**config.mk**
```make
export PLATFORM = sky130hd
export DESIGN_NAME = bus_arbiter
export DESIGN_NICKNAME = d
export VERILOG_FILES = /design/src/rtl/bus_arbiter.sv
export SDC_FILE = /design/constraint.sdc
export NUM_CORES = 1
export LEC_CHECK = 0
export ABC_AREA = 1
export BUFFER_PORTS_ARGS = -buffer_cell sky130_fd_sc_hd__buf_2
export CORE_AREA = 8 8 111 113
export DETAILED_ROUTE_END_ITERATION = 12
export DIE_AREA = 0 0 119 121
export PLACE_DENSITY = 0.86
export SYNTH_ARGS = -nofsm -noshare
export SYNTH_HDL_FRONTEND = slang
export SYNTH_SLANG_ARGS = --single-unit
```
**constraint.sdc**
```tcl
create_clock -name clock -period 1.56 [get_ports clock]
set_clock_uncertainty 0.1 [all_clocks]
set_input_delay 0.312 -clock clock [delete_from_list [all_inputs] [get_ports clock]]
set_output_delay 0.312 -clock clock [all_outputs]
set_load 0.02 [all_outputs]
```
**src/rtl/bus_arbiter.sv**
```systemverilog
// Two-master arbiter sharing one synchronous word-addressed memory port (IDLE/ACCESS/RESP).
// Define BUS_ARBITER_ROUND_ROBIN_EN for round-robin contention; otherwise master 0 has fixed priority.
module bus_arbiter #(
  parameter int ADDR_W = 32
) (
  input  logic              clock,
  input  logic              reset,
  input  logic              m0_req,
  input  logic [ADDR_W-1:0] m0_addr,
  input  logic [31:0]       m0_data_w,
  input  logic [3:0]        m0_mask_w,
  output logic              m0_ack,
  output logic [31:0]       m0_data_r,
  input  logic              m1_req,
  input  logic [ADDR_W-1:0] m1_addr,
  input  logic [31:0]       m1_data_w,
  input  logic [3:0]        m1_mask_w,
  output logic              m1_ack,
  output logic [31:0]       m1_data_r,
  output logic [ADDR_W-1:0] mem_addr,
  output logic [31:0]       mem_data_w,
  output logic [3:0]        mem_mask_w,
  input  logic [31:0]       mem_data_r
);

  typedef enum logic [1:0] {
    IDLE   = 2'd0,
    ACCESS = 2'd1,
    RESP   = 2'd2
  } state_t;

  state_t            state_r;
  state_t            next_state_s;
  logic              owner_r;
  logic              grant_s;
  logic              winner_s;
  logic [ADDR_W-1:0] sel_addr_s;
  logic [31:0]       sel_data_s;
  logic [3:0]        sel_mask_s;
  logic [ADDR_W-1:0] mem_addr_r;
  logic [31:0]       mem_data_w_r;
  logic [3:0]        mem_mask_w_r;
`ifdef BUS_ARBITER_ROUND_ROBIN_EN
  logic              last_r;
`endif

  // Next-state and grant decision; RESP hands straight over to the other master.
  always_comb begin
    next_state_s = state_r;
    grant_s      = 1'b0;
    winner_s     = 1'b0;
    case (state_r)
      IDLE: begin
        if (m0_req && m1_req) begin
          grant_s      = 1'b1;
`ifdef BUS_ARBITER_ROUND_ROBIN_EN
          winner_s     = ~last_r;
`else
          winner_s     = 1'b0;
`endif
          next_state_s = ACCESS;
        end else if (m0_req) begin
          grant_s      = 1'b1;
          winner_s     = 1'b0;
          next_state_s = ACCESS;
        end else if (m1_req) begin
          grant_s      = 1'b1;
          winner_s     = 1'b1;
          next_state_s = ACCESS;
        end else begin
          next_state_s = IDLE;
        end
      end
      ACCESS: begin
        next_state_s = RESP;
      end
      RESP: begin
        // The owner's req is still high by protocol, so only the other master counts.
        if (owner_r ? m0_req : m1_req) begin
          grant_s      = 1'b1;
          winner_s     = ~owner_r;
          next_state_s = ACCESS;
        end else begin
          next_state_s = IDLE;
        end
      end
      default: begin
        next_state_s = IDLE;
      end
    endcase
  end

  // Payload mux for the master being granted this cycle.
  always_comb begin
    sel_addr_s = m0_addr;
    sel_data_s = m0_data_w;
    sel_mask_s = m0_mask_w;
    if (winner_s) begin
      sel_addr_s = m1_addr;
      sel_data_s = m1_data_w;
      sel_mask_s = m1_mask_w;
    end else begin
      sel_addr_s = m0_addr;
      sel_data_s = m0_data_w;
      sel_mask_s = m0_mask_w;
    end
  end

  // State, ownership and registered memory port.
  always_ff @(posedge clock) begin
    if (reset) begin
      state_r      <= IDLE;
      owner_r      <= 1'b0;
      mem_addr_r   <= {ADDR_W{1'b0}};
      mem_data_w_r <= 32'd0;
      mem_mask_w_r <= 4'd0;
    end else begin
      state_r <= next_state_s;
      if (grant_s) begin
        owner_r      <= winner_s;
        mem_addr_r   <= sel_addr_s;
        mem_data_w_r <= sel_data_s;
        mem_mask_w_r <= sel_mask_s;
      end else if (state_r == ACCESS) begin
        mem_mask_w_r <= 4'd0;
      end
    end
  end

`ifdef BUS_ARBITER_ROUND_ROBIN_EN
  // Most recently granted master; reset to 1 so master 0 wins the first contest.
  always_ff @(posedge clock) begin
    if (reset) begin
      last_r <= 1'b1;
    end else if (grant_s) begin
      last_r <= winner_s;
    end
  end
`endif

  assign mem_addr   = mem_addr_r;
  assign mem_data_w = mem_data_w_r;
  assign mem_mask_w = mem_mask_w_r;
  assign m0_ack     = (state_r == RESP) && !owner_r;
  assign m1_ack     = (state_r == RESP) && owner_r;
  assign m0_data_r  = mem_data_r;
  assign m1_data_r  = mem_data_r;

endmodule
```
# After elaboration in Yosys (flattened, before gate mapping)
# Index checks and enable logic that the tools add are counted.
# op_classes
mux,20
n_bitwise,1
reduce_logical,6
n_eq_ne,2
# op_table
cell,n
two-way mux 32 bit,2
two-way mux 1 bit,12
two-way mux 4 bit,3
one-hot mux 2 bit (3 select lines),1
one-hot mux 1 bit (2 select lines),2
logical AND 1 bit,3
equality test 2 x 1 -> 1 bit (second input constant),1
equality test 2 bit (second input constant),1
logical NOT 2 bit,1
nonzero test 2 bit,1
logical NOT 1 bit,1
inverter 1 bit,1
# totals
elab_cells,34
ff_bits,71
input_bits,172
out_inout_bits,134

# Depth between registers and ports, before layout
# logic_depth
ltp_word,6
ltp_mapped,10

# Least setup slack after synthesis
# OpenSTA, ideal clock, no wires.
# synth_timing
path_type,register to register
startpoint,reg state_r[1]
endpoint,"reg mem_addr_r[0], in the netlist mem_addr[0]"
path_buffers,2
path_stages_with_launch,10
path_slack_ns,0.214
setup_ns,0.112
arrival_ns,1.134
required_time_ns,1.348
path_cell_list,dfxtp_1 -> inv_2 -> nor2_4 -> nand2_2 -> buf_4 -> buf_2 -> nand3_1 -> nand2_1 -> nand2_1 -> nand2_1
# synth_between
elab_chain_len,3
# synth_lines
element,line_no,rtl
start: declaration,32,state_t state_r;
start signal: assignment,118,state_r <= next_state_s;
equality test 2 bit or logical NOT 2 bit (tied branches),52,case (state_r)
one-hot mux 1 bit (2 select lines),52,
two-way mux 32 bit,98,if (winner_s) begin
end signal: assignment,114,mem_addr_r <= {ADDR_W{1'b0}};
end signal: assignment,121,mem_addr_r <= sel_addr_s;
end: declaration,40,logic [ADDR_W-1:0] mem_addr_r;
# Several ways; a longest one is shown, not always the timed one.
# A chain may end at the register's enable or synchronous reset.

# Worst setup path after layout
# layout_timing
startpoint,reg state_r[1]
endpoint,out m1_ack
# layout_between
elab_chain_len,2
# layout_lines
element,line_no,rtl
equality test 2 bit,145,assign m1_ack = (state_r == RESP) && owner_r;
logical AND 1 bit,145,
end: declaration,18,"output logic m1_ack,"
# Every way passes these cells.

==> flow_summary.json <==
{
  "n_antenna_cell": 0,
  "place_hpwl_mm": 9.71,
  "die_area_sq_um": 14400,
  "antenna_found_initial": 0,
  "r2r-start": "state_r[1]",
  "hold_end": "mem_addr[0]",
  "grt_setup_unrepaired": "yes",
  "vias": 4012,
  "cp-start-kind": "flip-flop",
  "clk-insertion-delay-late_ps": 330,
  "max-cap-violations": 0,
  "core_sq_um": 10600,
  "synth_fp_nets": 781,
  "dpl.cell_count": 873,
  "syn_inst": 609,
  "grt_pass1_vias": 3840,
  "cp-end-kind": "output pin",
  "overflow": 0,
  "htreeDepth": 3,
  "maxSlewHeadroom": 0.797,
  "avgSynthCellArea_sq_um": 6.41,
  "drtAntennaViolNets": 0,
  "fmax_mhz": 665,
  "ys_seq_elements": 71,
  "layout_min_cycle_time_ps": 1500,
  "worst_pin_slew_ps": 305,
  "slowest_stage": "dfxtp_2",
  "final_cell_mix": "nand2_1, buf_2, nand3_1",
  "critPathMaxStageDelay_ps": 330,
  "fin_setup_tns_ps": 0,
  "cts_root_buf": "clkbuf_8",
  "status": "completed",
  "rr_worst_depth": 10,
  "grt_max_degree": 67,
  "start_util": 0.368,
  "crit_top_cell": "inv_2",
  "clk_path_buf_depth": 2,
  "die_w_um": 119,
  "clkTransAtPathRegs_ps": 80,
  "finalHoldViolCount": 0,
  "drt_drc_violations_left": 0,
  "drive_gt1_frac": 0.340,
  "r2r_slack_ps": 110,
  "yosys.cell_types.count": 16,
  "fin_crit_sh": 0.963,
  "yosysWarnings": 0,
  "criticalPathCategory": "flip-flop to output pin",
  "crit_buf_inv": 3,
  "area_delta_synth_final_pct": 27.2,
  "cp.required_ps": 1150,
  "path_delay_family": "flip-flops",
  "cts.sinks": 71,
  "num_rows": 38,
  "cts_tree": "done",
  "routabilityCongestion": 0.778,
  "grt_pass1_wl_mm": 19.8,
  "viasPerCell": 4.51,
  "ys_seq_area_frac": 0.364,
  "worst_ir_drop_vdd_mv": 0.595,
  "die_y_um": 121,
  "routedWlPerCell_um": 14.1,
  "p_leak_nw": 2.96,
  "drt_iter0_markers": 291,
  "rr_endpoint": "mem_data_w[23]",
  "crit_path_max_fanout": 3,
  "stdcell_count": 890,
  "nNetsFinal": 917,
  "track_usage": 0.168,
  "setup_viol": 0,
  "hold_class": "input port to flip-flop",
  "layout_commonest_cell": "nand2_1",
  "netlist_area_sq_um": 3910,
  "cts_buffers": 9,
  "routed_wl_mm": 12.5,
  "arrival_ps": 1090,
  "min-delay-start": "m1_addr[0]",
  "port_buffers": 209,
  "io-pin-count": 306,
  "dr.pass1.iters": 4,
  "pwr_density_cell_nw_per_um2": 1100,
  "min_delay_path_depth": 5,
  "cp_cell_sequence": "inv_2 > nor2_4 > inv_2 > nor2_2 > buf_4",
  "slew_violations": 0
}
==> final cells by class <==
type / instances / area [sq um]
Fill cell: 1111 / 5640
Multi-Input combinational cell: 433 / 1790
Sequential cell: 71 / 1430
Timing Repair Buffer: 223 / 1280
Tap cell: 140 / 175
Clock buffer: 11 / 141
Clock inverter: 5 / 129
Inverter: 7 / 26.3
==> synth_stat cells <==
cell type  number  share of area
nand3_1        69          0.088
nand4_1         4         0.0064
buf_6           2         0.0058
nor2_4          2         0.0058
buf_2          16          0.021
nor2_1          7         0.0067
nor2_2          1         0.0016
nand2_2         4         0.0064
buf_4          74           0.14
inv_2           3         0.0029
nor2_8          1         0.0051
nand2_1       344           0.33
dfxtp_1        71           0.36
a21oi_4         1         0.0042
clkbuf_1        6         0.0058
inv_1           4         0.0038
==> repair_timing <==
item,4_1_cts,5_1_grt
setup endpoints to repair,2,42
setup buffers,1,0
pin swaps,1,2
gates resized for setup,3,6
hold buffers,0,0
==> power breakdown <==
group	internal, mW	switching (mW)
sequential	2.02	0.0991
combinational	0.549	0.855
clock	1.27	0.696
total	3.84	1.65
==> how the worst max path moves through the flow <==
stage | startpoint | slack, ps | end | cells after the start
after floorplan | state_r[1] | 210 | mem_addr[0] | 9
after global placement | m1_req | 140 | mem_data_w[22] | 10
after detailed placement | owner_r | 100 | mem_addr[27] | 9
after CTS | state_r[1] | 7 | m0_ack | 5
after global routing | state_r[1] | -20 | m1_ack | 5
final | state_r[1] | 60 | m1_ack | 5
==> logic make-up (layout without fill, tap and decap cells) <==
kind of cell	Yosys count	count (layout)	share of synthesized area
AO/OA/AOI/OAI	1	1	0.00417
buffers and inverters	105	246	0.181
flip-flops	71	71	0.364
AND/OR/NAND/NOR	432	432	0.451
==> routing by layer <==
layer	GRT usage	vias to the layer above	wire [um]
li1	-	2083	-
met1	0.178	1706	4910
met2	0.306	215	6370
met3	0.0679	8	1120
met4	0.0387	0	125
met5	0	-	0
==> worst min-delay path, delay by kind of cell <==
| family | cells | cell delay (ps) |
|---|---|---|
| and+or+nand+nor | 4 | 180 |
| buffers and inverters | 1 | 70 |
==> registers in the layout, indices dropped and copies added, names as in the netlist <==
name and count:
mem_addr 32, mem_data_w 32, mem_mask_w 4, state_r 2, owner_r 1
==> through the flow <==
step	util	setup WS, ps	instance area (sq um)	hold slack (ps)	power (mW)
floorplan	-	214	3910	284	3.22
global placement	0.440	139	4670	330	3.55
detailed placement	0.440	103	4670	334	3.57
CTS	0.467	6.95	4950	124	5.56
global route	0.468	-24.1	4970	135	5.81
finish	0.468	57.3	4970	149	5.49
Power figures use the tool's default switching activity.
